File: src/rtl/mips_pkg.sv
// mips_pkg: shared state, opcode, funct, ALU code and mux encodings for the multicycle MIPS control
package mips_pkg;
  typedef enum logic [3:0] {
    S_FETCH, S_DECODE, S_MEMADR, S_MEMRD, S_MEMWB, S_MEMWR,
    S_RTYPEEX, S_RTYPEWB, S_BEQEX, S_ADDIEX, S_ADDIWB, S_JEX
  } state_t;
  localparam logic [5:0] OP_RTYPE = 6'b000000;
  localparam logic [5:0] OP_LW    = 6'b100011;
  localparam logic [5:0] OP_SW    = 6'b101011;
  localparam logic [5:0] OP_BEQ   = 6'b000100;
  localparam logic [5:0] OP_ADDI  = 6'b001000;
  localparam logic [5:0] OP_J     = 6'b000010;
  localparam logic [5:0] FN_ADD = 6'b100000;
  localparam logic [5:0] FN_SUB = 6'b100010;
  localparam logic [5:0] FN_AND = 6'b100100;
  localparam logic [5:0] FN_OR  = 6'b100101;
  localparam logic [5:0] FN_SLT = 6'b101010;
  localparam logic [2:0] ALU_AND = 3'b000;
  localparam logic [2:0] ALU_OR  = 3'b001;
  localparam logic [2:0] ALU_ADD = 3'b010;
  localparam logic [2:0] ALU_SUB = 3'b110;
  localparam logic [2:0] ALU_SLT = 3'b111;
  localparam logic [1:0] SRCB_B     = 2'b00;
  localparam logic [1:0] SRCB_4     = 2'b01;
  localparam logic [1:0] SRCB_IMM   = 2'b10;
  localparam logic [1:0] SRCB_IMMSH = 2'b11;
  localparam logic [1:0] PCSRC_ALU    = 2'b00;
  localparam logic [1:0] PCSRC_ALUOUT = 2'b01;
  localparam logic [1:0] PCSRC_JUMP   = 2'b10;
endpackage

File: src/rtl/alu_decoder.sv
// alu_decoder: maps an R-type Funct field to an ALU code and flags unsupported functs
module alu_decoder
  import mips_pkg::*;
(
  input  logic [5:0] i_funct,
  output logic [2:0] o_alu_op,
  output logic       o_illegal
);
  always_comb begin
    o_alu_op  = ALU_ADD;
    o_illegal = 1'b0;
    case (i_funct)
      FN_ADD:  o_alu_op = ALU_ADD;
      FN_SUB:  o_alu_op = ALU_SUB;
      FN_AND:  o_alu_op = ALU_AND;
      FN_OR:   o_alu_op = ALU_OR;
      FN_SLT:  o_alu_op = ALU_SLT;
      default: o_illegal = 1'b1;
    endcase
  end
endmodule

File: src/rtl/mips_multicycle_control.sv
// mips_multicycle_control: multicycle MIPS FSM sequencing fetch/decode/execute/memory/writeback
module mips_multicycle_control
  import mips_pkg::*;
(
  input  logic       clk,
  input  logic       rst_n,
  input  logic [5:0] Op,
  input  logic [5:0] Funct,
  input  logic       Zero,
  input  logic       MemReady,
  output logic       PCEn,
  output logic       IorD,
  output logic       MemRead,
  output logic       MemWrite,
  output logic       IRWrite,
  output logic       MemtoReg,
  output logic       RegDst,
  output logic       RegWrite,
  output logic       ALUSrcA,
  output logic [1:0] ALUSrcB,
  output logic [1:0] PCSource,
  output logic [2:0] ALUOp,
  output logic       IllegalOp
);
  state_t     r_state;
  state_t     w_next;
  logic [2:0] w_fn_op;
  logic       w_fn_bad;
  alu_decoder u_alu_decoder (
    .i_funct  (Funct),
    .o_alu_op (w_fn_op),
    .o_illegal(w_fn_bad)
  );
  always_ff @(posedge clk)
    if (!rst_n) r_state <= S_FETCH;
    else        r_state <= w_next;
  always_comb begin
    w_next    = S_FETCH;
    PCEn      = 1'b0;
    IorD      = 1'b0;
    MemRead   = 1'b0;
    MemWrite  = 1'b0;
    IRWrite   = 1'b0;
    MemtoReg  = 1'b0;
    RegDst    = 1'b0;
    RegWrite  = 1'b0;
    ALUSrcA   = 1'b0;
    ALUSrcB   = SRCB_B;
    PCSource  = PCSRC_ALU;
    ALUOp     = ALU_AND;
    IllegalOp = 1'b0;
    case (r_state)
      S_FETCH: begin
        MemRead = 1'b1;
        ALUSrcB = SRCB_4;
        ALUOp   = ALU_ADD;
        IRWrite = MemReady;
        PCEn    = MemReady;
        w_next  = MemReady ? S_DECODE : S_FETCH;
      end
      S_DECODE: begin
        ALUSrcB   = SRCB_IMMSH;
        ALUOp     = ALU_ADD;
        w_next    = (Op == OP_RTYPE) ? S_RTYPEEX :
                    (Op == OP_LW || Op == OP_SW) ? S_MEMADR :
                    (Op == OP_BEQ) ? S_BEQEX :
                    (Op == OP_ADDI) ? S_ADDIEX :
                    (Op == OP_J) ? S_JEX : S_FETCH;
        IllegalOp = (w_next == S_FETCH);
      end
      S_MEMADR: begin
        ALUSrcA = 1'b1;
        ALUSrcB = SRCB_IMM;
        ALUOp   = ALU_ADD;
        w_next  = (Op == OP_LW) ? S_MEMRD : S_MEMWR;
      end
      S_MEMRD: begin
        MemRead = 1'b1;
        IorD    = 1'b1;
        w_next  = MemReady ? S_MEMWB : S_MEMRD;
      end
      S_MEMWB: begin
        RegWrite = 1'b1;
        MemtoReg = 1'b1;
      end
      S_MEMWR: begin
        MemWrite = 1'b1;
        IorD     = 1'b1;
        w_next   = MemReady ? S_FETCH : S_MEMWR;
      end
      S_RTYPEEX: begin
        ALUSrcA   = 1'b1;
        ALUOp     = w_fn_op;
        IllegalOp = w_fn_bad;
        w_next    = w_fn_bad ? S_FETCH : S_RTYPEWB;
      end
      S_RTYPEWB: begin
        RegWrite = 1'b1;
        RegDst   = 1'b1;
      end
      S_BEQEX: begin
        ALUSrcA  = 1'b1;
        ALUOp    = ALU_SUB;
        PCSource = PCSRC_ALUOUT;
        PCEn     = Zero;
      end
      S_ADDIEX: begin
        ALUSrcA = 1'b1;
        ALUSrcB = SRCB_IMM;
        ALUOp   = ALU_ADD;
        w_next  = S_ADDIWB;
      end
      S_ADDIWB: RegWrite = 1'b1;
      S_JEX: begin
        PCSource = PCSRC_JUMP;
        PCEn     = 1'b1;
      end
      default: w_next = S_FETCH;
    endcase
    // Reset silences every strobe so an abandoned instruction cannot write anything
    if (!rst_n) begin
      PCEn      = 1'b0;
      IorD      = 1'b0;
      MemRead   = 1'b0;
      MemWrite  = 1'b0;
      IRWrite   = 1'b0;
      MemtoReg  = 1'b0;
      RegDst    = 1'b0;
      RegWrite  = 1'b0;
      ALUSrcA   = 1'b0;
      ALUSrcB   = SRCB_B;
      PCSource  = PCSRC_ALU;
      ALUOp     = ALU_AND;
      IllegalOp = 1'b0;
    end
  end
endmodule

File: config.mk
export PLATFORM = sky130hd
export DESIGN_NAME = mips_multicycle_control
export DESIGN_NICKNAME = d
export VERILOG_FILES = /design/src/rtl/mips_pkg.sv /design/src/rtl/alu_decoder.sv /design/src/rtl/mips_multicycle_control.sv
export SDC_FILE = /design/constraint.sdc
export NUM_CORES = 1
export LEC_CHECK = 0
export ABC_AREA = 1
export BUFFER_PORTS_ARGS = -buffer_cell sky130_fd_sc_hd__buf_2
export CORE_UTILIZATION = 34
export CTS_CLUSTER_SIZE = 24
export DETAILED_ROUTE_END_ITERATION = 10
export HOLD_SLACK_MARGIN = 0.05
export PLACE_DENSITY = 0.61
export SYNTH_ARGS = -nofsm -noshare
export SYNTH_HDL_FRONTEND = slang
export SYNTH_SLANG_ARGS = --single-unit
File: constraint.sdc
create_clock -name clk -period 1.8 [get_ports clk]
set_input_delay 0 -clock clk [delete_from_list [all_inputs] [get_ports clk]]
set_output_delay 0 -clock clk [all_outputs]
set_load 0.1 [all_outputs]
==> results by group <==
Critical path
  – Crit path required time: 1.80 ns
  – R2r startpoint: r_state[0]
  – CP startpoint kind: register
  – Delay of the slowest critical-path stage: 0.42 ns
  – CP most frequent cell: inv_1
  – Crit path DAT: 1.67 ns
  – Max FO, Critical Path: 5
  – CP Launch Point: r_state[0]
  – Cell with the largest stage delay on the worst path: dfxtp_1
  – CP cell instances: inv_1, nor2_1, nand2_1, nand3_1, o21ai_0, inv_1, buf_2
  – Critical Path Sink Type: output port
  – Crit Path Class: reg2out

Power and ir drop
  – Power Dens Cells: 400 nW/um^2
  – VDD IR max: 0.000199 V
  – Tot Pwr: 375 uW
  – P_leak: 0.572 nW

Outcome
  – Status: finished, final reports clean

Layout
  – Post-layout nets: 186
  – Antenna cells: 0
  – Post-layout util: 0.538
  – Share of cells above drive strength 1: 0.310
  – Biggest regs: r_state (4)
  – Most common cell after layout, fill and taps aside: nand2_1
  – Max FFs per register: 4
  – Layout Area Growth over Synthesis: 47.1%
  – Most frequent cells in the layout: nand2_1 (37), nor2_1 (27), buf_2 (26)
  – Biggest register: r_state
  – Filler cells: 202

Logic synthesis
  – Seq/Total Area, Yosys: 0.125
  – Post-synthesis compound-gate area fraction: 0.0706
  – XOR/XNOR share of the synthesized area: 0
  – Cell count after synthesis: 133
  – Syn Std Cell Area: 638 um^2
  – Synth Area in Simple Gates: 0.655
  – Post-synthesis mux area share: 0
  – Syn Nets: 149
  – Synth Warn #: 0
  – Flops & latches, synth: 4
  – Distinct cell type count after synthesis: 13
  – Synth Area in Adders: 0
  – Avg Inst Size Synth: 4.80 um^2
  – Main combinational cell family by area after synthesis: simple AND/OR/NAND/NOR gates

Clocking
  – Hold_buf cts: 0
  – CTS max path bufs: 2
  – Clock-pin slew on the worst setup and hold paths: 0.04 ns
  – Num CTS Buffers: 3
  – CTS H-tree lvls: 1
  – Worst-Skew Late Latency: 0.23 ns
  – TritonCTS clock tree: built
  – Clock Tree Root: clkbuf_4
  – CTS Sinks: 4

Timing
  – Slew HR: 0.679
  – Fmax: 599 MHz
  – Worst slew pin tran: 0.485 ns
  – Tmin final: 1.67 ns
  – RSZ-0062 raised after global routing: no
  – Max-slew violation count: 0
  – Fin Clk Skew: 0.00277 ns
  – Setup Viol. Count Final: 0
  – Period utilization: 0.928
  – Final Hold Viols: 0

Drt
  – Pre-Repair DR Iteration Count: 5
  – Routed wire length: 1720 um
  – DR vias/cell: 4.67
  – Detailed-route via count: 901
  – Routed Antenna Nets: 0
  – WL/cell: 8.91 um
  – Drc violations: 0
  – First DRT Iteration DRCs: 19

Place
  – Port bufs: 32
  – Hpwl dp: 1440 um
  – Final weighted congestion in routability-driven placement: 0.864

Global routing
  – Gr ovfl total: 0
  – All-Layer GR Usage: 0.178
  – Number of global-route vias before repair: 725
  – Initial antenna violation count: 0
  – First-pass GRT wire length: 2820 um
  – Largest net degree at the start of global routing: 10

Flow run
  – Max-cap viol count: 0

Floorplanning
  – I/O pin cnt: 33
  – Die area: 2050 um^2
  – Die height: 45.3 um
  – Die X: 45.3 um
  – Core area: 1750 um^2
  – Starting Density: 0.366
  – # rows: 15

Min path
  – Hold path start: rst_n
  – Worst min-delay path class: in2reg
## kinds of logic after synthesis
family	after synthesis
AO/OA/AOI/OAI	9
buffers and inverters	25
AND/OR/NAND/NOR	95
flip-flops	4
## path summary, 6_finish.rpt
check,endpoint,slack [ns],cells past startpoint
setup reg to reg,r_state[0],0.55,8
hold reg to reg,r_state[3],0.71,4
hold / removal,r_state[1],0.07,3
setup / recovery,ALUSrcA,0.13,7
## through the flow
step	setup WS (ns)	cells	hold slack [ns]	setup TNS (ns)	cell area [um^2]
after detailed placement	0.306	190	0.321	0	906
final	0.130	193	0.0745	0	938
after global routing	0.00561	193	0.0874	0	938
after global placement	0.287	190	0.323	0	906
after floorplan	-0.260	133	0.260	-0.553	682
after CTS	0.0482	193	0.0804	0	928
## cells in the mapped netlist
cell type / count / area [um^2]
nor2_4: 3 / 33.8
nor2_2: 2 / 12.5
inv_1: 23 / 86.3
buf_2: 1 / 5.00
nand3_1: 15 / 75.1
dfxtp_1: 4 / 80.1
nand3b_1: 2 / 15.0
a21oi_1: 6 / 30.0
clkinv_1: 1 / 3.75
nand4_1: 3 / 18.8
o21ai_0: 3 / 15.0
nor2_1: 32 / 120
nand2_1: 38 / 143
## power breakdown
part	total [mW]	switching, mW	internal, mW
sequential	0.0942	0.00298	0.0912
combinational	0.171	0.129	0.0416
clock	0.110	0.0353	0.0745
total	0.375	0.168	0.207
## cell type report
type                    instances  area (um^2)  share of cell area
clock buffers                   3         22.5              0.0240
inverters                      24         93.8               0.100
multi-input cells             104          503               0.536
flip-flops and latches          4         80.1              0.0853
well taps                      25         31.3              0.0333
repair buffers                 33          208               0.221
## worst max-delay path: cells and delay by family (launching register included)
| family | cells | cell delay (ns) |
|---|---|---|
| AOI/OAI and AO/OA | 1 | 0.07 |
| buffers and inverters | 3 | 0.52 |
| DFF | 1 | 0.42 |
| and+or+nand+nor | 3 | 0.42 |
## per-layer routing
layer	track usage	up-vias	wire, um
li1	-	481	-
met1	0.235	388	771
met2	0.313	28	856
met3	0	4	57
met4	0.0606	0	34
met5	0	-	0
## what timing repair did
item                                    4_1_cts  5_1_grt
hold endpoints to repair                      0        0
endpoints found under the setup margin        0        4
buffers inserted                              0        0
gates resized for setup                       0        4
Power figures use the tool's default switching activity.
